===== config.mk =====
export PLATFORM = sky130hd
export DESIGN_NAME = vn_output_collector
export DESIGN_NICKNAME = d
export VERILOG_FILES = /design/src/rtl/art_pkg.sv /design/src/rtl/vn_lane_fifo.sv /design/src/rtl/vn_output_collector.sv
export SDC_FILE = /design/constraint.sdc
export NUM_CORES = 1
export LEC_CHECK = 0
export BUFFER_PORTS_ARGS = -buffer_cell sky130_fd_sc_hd__buf_2
export CAP_MARGIN = 20
export CORE_AREA = 2 2 296 298
export CTS_CLUSTER_SIZE = 14
export DETAILED_ROUTE_END_ITERATION = 8
export DIE_AREA = 0 0 298 300
export HOLD_SLACK_MARGIN = 0.12
export MAX_ROUTING_LAYER = met4
export PLACE_DENSITY = 0.73
export SLEW_MARGIN = 10
export SYNTH_ARGS = -nofsm -noshare
export SYNTH_HDL_FRONTEND = slang
export SYNTH_SLANG_ARGS = --single-unit

===== constraint.sdc =====
create_clock -name clk -period 6.91 [get_ports clk]
set_clock_uncertainty 0.2 [all_clocks]
set_input_delay 1.382 -clock clk [delete_from_list [all_inputs] [get_ports clk]]
set_output_delay 1.382 -clock clk [all_outputs]
set_load 0.03 [all_outputs]

===== src/rtl/art_pkg.sv =====
// art_pkg: shared widths and switch VN-valid encodings for the augmented reduction tree.
package art_pkg;
  localparam int ART_DATA_W = 32;
  typedef enum logic [1:0] {
    VN_VALID_NONE = 2'b00,
    VN_VALID_LO   = 2'b01,
    VN_VALID_HI   = 2'b10,
    VN_VALID_BOTH = 2'b11
  } vn_valid_e;
endpackage


===== src/rtl/vn_lane_fifo.sv =====
// vn_lane_fifo: register-based lane FIFO; a push into a full FIFO succeeds when popped the same cycle.
module vn_lane_fifo
  import art_pkg::*;
#(
  parameter int DATA_TYPE  = ART_DATA_W,
  parameter int FIFO_DEPTH = 4,
  parameter int PTR_W      = $clog2(FIFO_DEPTH)
) (
  input  logic                 clk,
  input  logic                 rst,
  input  logic                 i_push,
  input  logic [DATA_TYPE-1:0] i_data,
  input  logic                 i_pop,
  output logic [DATA_TYPE-1:0] o_data,
  output logic                 o_full,
  output logic                 o_empty,
  output logic [PTR_W:0]       o_count,
  output logic                 o_drop
);
  logic [DATA_TYPE-1:0] r_mem [FIFO_DEPTH];
  logic [PTR_W-1:0]     r_wr, r_rd;
  logic [PTR_W:0]       r_cnt;
  logic                 w_push_ok, w_pop_ok;
  assign o_full    = r_cnt == (PTR_W+1)'(FIFO_DEPTH);
  assign o_empty   = r_cnt == '0;
  assign o_count   = r_cnt;
  assign o_data    = r_mem[r_rd];
  assign w_pop_ok  = i_pop && !o_empty;
  assign w_push_ok = i_push && (!o_full || w_pop_ok);
  assign o_drop    = i_push && !w_push_ok;
  always_ff @(posedge clk) begin
    if (rst) begin
      r_wr  <= '0;
      r_rd  <= '0;
      r_cnt <= '0;
    end else begin
      if (w_push_ok) r_wr <= r_wr + 1'b1;
      if (w_pop_ok) r_rd <= r_rd + 1'b1;
      r_cnt <= r_cnt + (PTR_W+1)'(w_push_ok) - (PTR_W+1)'(w_pop_ok);
    end
  end
  always_ff @(posedge clk) begin
    if (w_push_ok) r_mem[r_wr] <= i_data;
  end
endmodule


===== src/rtl/vn_output_collector.sv =====
// vn_output_collector: per-lane VN FIFOs drained round-robin into one valid/ready stream.
// Define VN_COLLECT_STATS_EN to add the o_drain_cnt accepted-transfer counter.
module vn_output_collector
  import art_pkg::*;
#(
  parameter int DATA_TYPE  = ART_DATA_W,
  parameter int NUM_LANES  = 8,
  parameter int LANE_W     = $clog2(NUM_LANES),
  parameter int FIFO_DEPTH = 4,
  parameter int PTR_W      = $clog2(FIFO_DEPTH)
) (
  input  logic                           clk,
  input  logic                           rst,
  input  logic [NUM_LANES*DATA_TYPE-1:0] i_vn,
  input  logic [NUM_LANES-1:0]           i_vn_valid,
  output logic [DATA_TYPE-1:0]           o_data,
  output logic [LANE_W-1:0]              o_lane,
  output logic                           o_valid,
  input  logic                           i_ready,
  output logic                           o_overflow,
  output logic                           o_empty
`ifdef VN_COLLECT_STATS_EN
  ,output logic [31:0]                   o_drain_cnt
`endif
);
  logic [DATA_TYPE-1:0] w_fdata [NUM_LANES];
  logic [PTR_W:0]       w_cnt [NUM_LANES];
  logic [NUM_LANES-1:0] w_fempty, w_busy, w_pop, w_drop;
  logic [LANE_W-1:0]    r_rr, w_grant, w_idx;
  logic                 w_found, w_free;
  assign w_free  = !o_valid || i_ready;
  assign o_empty = !o_valid && !(|w_busy);
  genvar g;
  generate
    for (g = 0; g < NUM_LANES; g++) begin : g_lane
      vn_lane_fifo #(.DATA_TYPE(DATA_TYPE), .FIFO_DEPTH(FIFO_DEPTH), .PTR_W(PTR_W)) u_fifo (
        .clk     (clk),
        .rst     (rst),
        .i_push  (i_vn_valid[g]),
        .i_data  (i_vn[g*DATA_TYPE +: DATA_TYPE]),
        .i_pop   (w_pop[g]),
        .o_data  (w_fdata[g]),
        .o_full  (),
        .o_empty (w_fempty[g]),
        .o_count (w_cnt[g]),
        .o_drop  (w_drop[g])
      );
      assign w_busy[g] = |w_cnt[g];
      assign w_pop[g]  = w_free && w_found && (w_grant == LANE_W'(g));
    end
  endgenerate
  // Walk downward so the lane nearest rr_ptr+1 is the last, winning assignment.
  always_comb begin
    w_found = 1'b0;
    w_grant = '0;
    w_idx   = '0;
    for (int k = NUM_LANES; k >= 1; k--) begin
      w_idx = r_rr + LANE_W'(k);
      if (!w_fempty[w_idx]) begin
        w_found = 1'b1;
        w_grant = w_idx;
      end
    end
  end
  always_ff @(posedge clk) begin
    if (rst) begin
      o_valid    <= 1'b0;
      o_data     <= '0;
      o_lane     <= '0;
      o_overflow <= 1'b0;
      r_rr       <= '0;
    end else begin
      if (|w_drop) o_overflow <= 1'b1;
      if (w_free) o_valid <= w_found;
      if (w_free && w_found) begin
        o_data <= w_fdata[w_grant];
        o_lane <= w_grant;
        r_rr   <= w_grant;
      end
    end
  end
`ifdef VN_COLLECT_STATS_EN
  always_ff @(posedge clk) begin
    if (rst) o_drain_cnt <= '0;
    else if (o_valid && i_ready) o_drain_cnt <= o_drain_cnt + 32'd1;
  end
`endif
endmodule


==> metrics.md <==
| Metric | Value |
|---|---|
| DIE AREA | 0.0894 mm² |
| Critical Path RT | 7020 ps |
| # IOs | 305 |
| Largest net degree at the start of global routing | 102 |
| Fin cells | 3964 |
| WL/cell | 29.0 µm |
| CTS tree | built |
| Worst VDD drop | 0.653 mV |
| Final Hold Fails | 0 |
| Core footprint | 0.0862 mm² |
| Congestion Overflow GR | 0 |
| DRC Markers | 0 |
| DP Cell Count | 3736 |
| Initial antenna violation count | 29 |
| Final Max Slew Viols | 0 |
| Warnings from Yosys | 0 |
| Via count of the first global-routing pass | 24400 |
| Hold_buf cts | 0 |
| Main combinational cell family by area after synthesis | multiplexers |
| Most frequent cells in the layout | edfxtp_1, buf_2, mux4_2 |
| Gp weighted congestion | 0.899 |
| Antenna viol nets, final | 0 |
| Hpwl dp | 77.3 mm |
| Critical path launch point type | flop |
| Pwr/cell area | 496 mW/mm² |
| Die width | 298 µm |
| Via density | 6.00 |
| Total Wirelength | 115 mm |
| Fmax | 0.179 GHz |
| Setup violations, final | 0 |
| #FFs+latches synth | 1133 |
| Synth Flop Type | edfxtp_1 |
| PostCTS Resize Cnt | 0 |
| Post-synthesis adder-cell area fraction | 0.0184 |
| Leakage | 17.7 nW |
| Pre-antenna DRT Iters | 5 |
| Sequential area share after synthesis | 0.725 |
| Post-CTS Setup Inserts | 0 |
| Measured slew at the worst slew-check pin | 936 ps |
| Synth Area in Compound Gates | 0.0293 |
| Type of the worst setup path | reg -> reg |
| Synth Area in XOR/XNOR | 0.00675 |
| CP Capture Type | flop |
| Synth top area share | 0.677 |
| H-tree Lvls | 3 |
| Die Y | 300 µm |
| PortBufs | 304 |
| Setup TNS | 0 ps |
| Share of post-route cells with drive strength above 1 | 0.311 |
| Netlist cell types | 76 |
| GRT Util Overall | 0.266 |
| Initial Utilization | 0.527 |
| Status | complete, no violations |
| Worst path max stage delay | 750 ps |
| Synthesized area | 0.0454 mm² |
| Cell count after synthesis | 2336 |
| CP arrival | 5710 ps |
| First DRT Iteration DRCs | 2505 |
| Min-delay worst type | reg -> reg |
| Post-synthesis mux area share | 0.164 |
| Root buf cell | clkbuf_16 |
| Number of flops mapped to enable cells by yosys | 1024 |
| Unrepaired setup endpoints after global routing | no |
| Syn nets | 2665 |
| Syn avg cell area | 19.4 µm² |
| Area delta synth->final | 14.9% |
| Nets@finish | 3022 |
| Minimum clock period | 5590 ps |
| Total CTS buffers | 109 |
| Simple-gate share of the synthesized area | 0.0374 |
| Max-cap violations | 0 |
| Clk_lat worst skew | 690 ps |
| Slew Limit Headroom | 0.376 |
| First-pass GRT wire length | 166 mm |
| Largest cells by area after synthesis | edfxtp_1, mux4_2, dfxtp_1 |
| Commonest non-fill, non-tap cell in the layout | edfxtp_1 |
| CP max-delay cell | ha_1 |
| Standard-cell rows | 108 |
| CP max FO | 38 |
| Post-synth top area cell | edfxtp_1 |
| Final period utilization | 0.810 |
| CTS Buffer Depth | 3 |
| Cell Chain, Critical Path | inv_2 -> ha_1 -> inv_2 -> mux4_2 -> mux2i_2 -> o31a_1 -> o21ai_0 -> a21o_1 -> nor2_4 -> buf_4 -> a21o_1 -> and3_1 -> buf_4 |
| Worst-path clk slew | 70 ps |
| Vias | 23800 |
| Clock sink total | 1133 |
| Async set-reset flop share out of synthesis | 0 |
[Yosys cell counts (19+ instances only)]
library cell,count
a211oi_1,26
inv_1,67
clkbuf_1,84
edfxtp_1,1024
mux4_2,268
ha_1,54
dfxtp_1,109
xnor2_1,22
nand2_1,73
a21oi_1,19
nand3_1,47
nor2_1,86
mux2i_1,109
mux2_2,26
[final timing paths]
check,from,end,slack [ps],cells past startpoint
setup / recovery,r_rr[0],g_lane[4].u_fifo.r_mem[0][15],1320,13
hold / removal,o_data[18],o_data[18],260,2
setup reg to reg,r_rr[0],g_lane[4].u_fifo.r_mem[0][15],1320,13
hold reg to reg,o_data[18],o_data[18],260,2
[cells by family after synthesis]
| kind of cell | Yosys count |
|---|---|
| flip-flops | 1133 |
| multiplexers | 405 |
| AND/OR/NAND/NOR | 340 |
| buffers and inverters | 191 |
| AO/OA/AOI/OAI | 170 |
| adder cells (fa/ha/maj) | 62 |
| XOR/XNOR | 35 |
[per-layer routing]
layer  global-route usage  up-vias  routed length [µm]
li1                     -    10200                   -
met1                0.332    12400               43200
met3               0.0741      183               10900
met5                    -        -                   0
met2                0.430     1017               57100
met4               0.0771        0                3590
[registers in the layout (all words and copies together), names as in the netlist, named ones only]
signal	count
r_rr	3
o_data	32
o_valid	1
o_overflow	1
g_lane.u_fifo.r_rd	16
g_lane.u_fifo.r_mem	1024
g_lane.u_fifo.o_count	24
g_lane.u_fifo.r_wr	16
[report_power, final]
part	switching, mW	internal (mW)
clock network	2.49	3.72
logic	7.02	3.84
registers	0.327	8.45
[through the flow]
step	hold WS (ps)	util	worst slack (ps)	area (µm²)	total power, mW
CTS	261	0.604	1330	52100	25.9
detailed placement	252	0.560	1350	48300	19.6
finish	265	0.605	1320	52200	25.9
global route	289	0.605	988	52200	26.8
floorplan	284	-	1540	45400	15.9
global placement	247	0.560	1400	48300	19.4
[final cells by class]
type	instances	area (µm²)
clock buffer	131	2890
multi-input combinational	1012	11600
fill	6209	34000
inverter	69	259
tap	1155	1450
timing repair buffer	368	2030
antenna	25	62.6
clock inverter	71	882
sequential	1133	32900
[worst max-delay path, delay by kind of cell, from the launching register on]
family	cells	cell delay (ps)
buffers and inverters	4	1330
flip-flops	1	340
multiplexers	2	840
adder cells (fa/ha/maj)	1	750
AND/OR/NAND/NOR	2	860
AO/OA/AOI/OAI	4	890
Power figures use the tool's default switching activity.
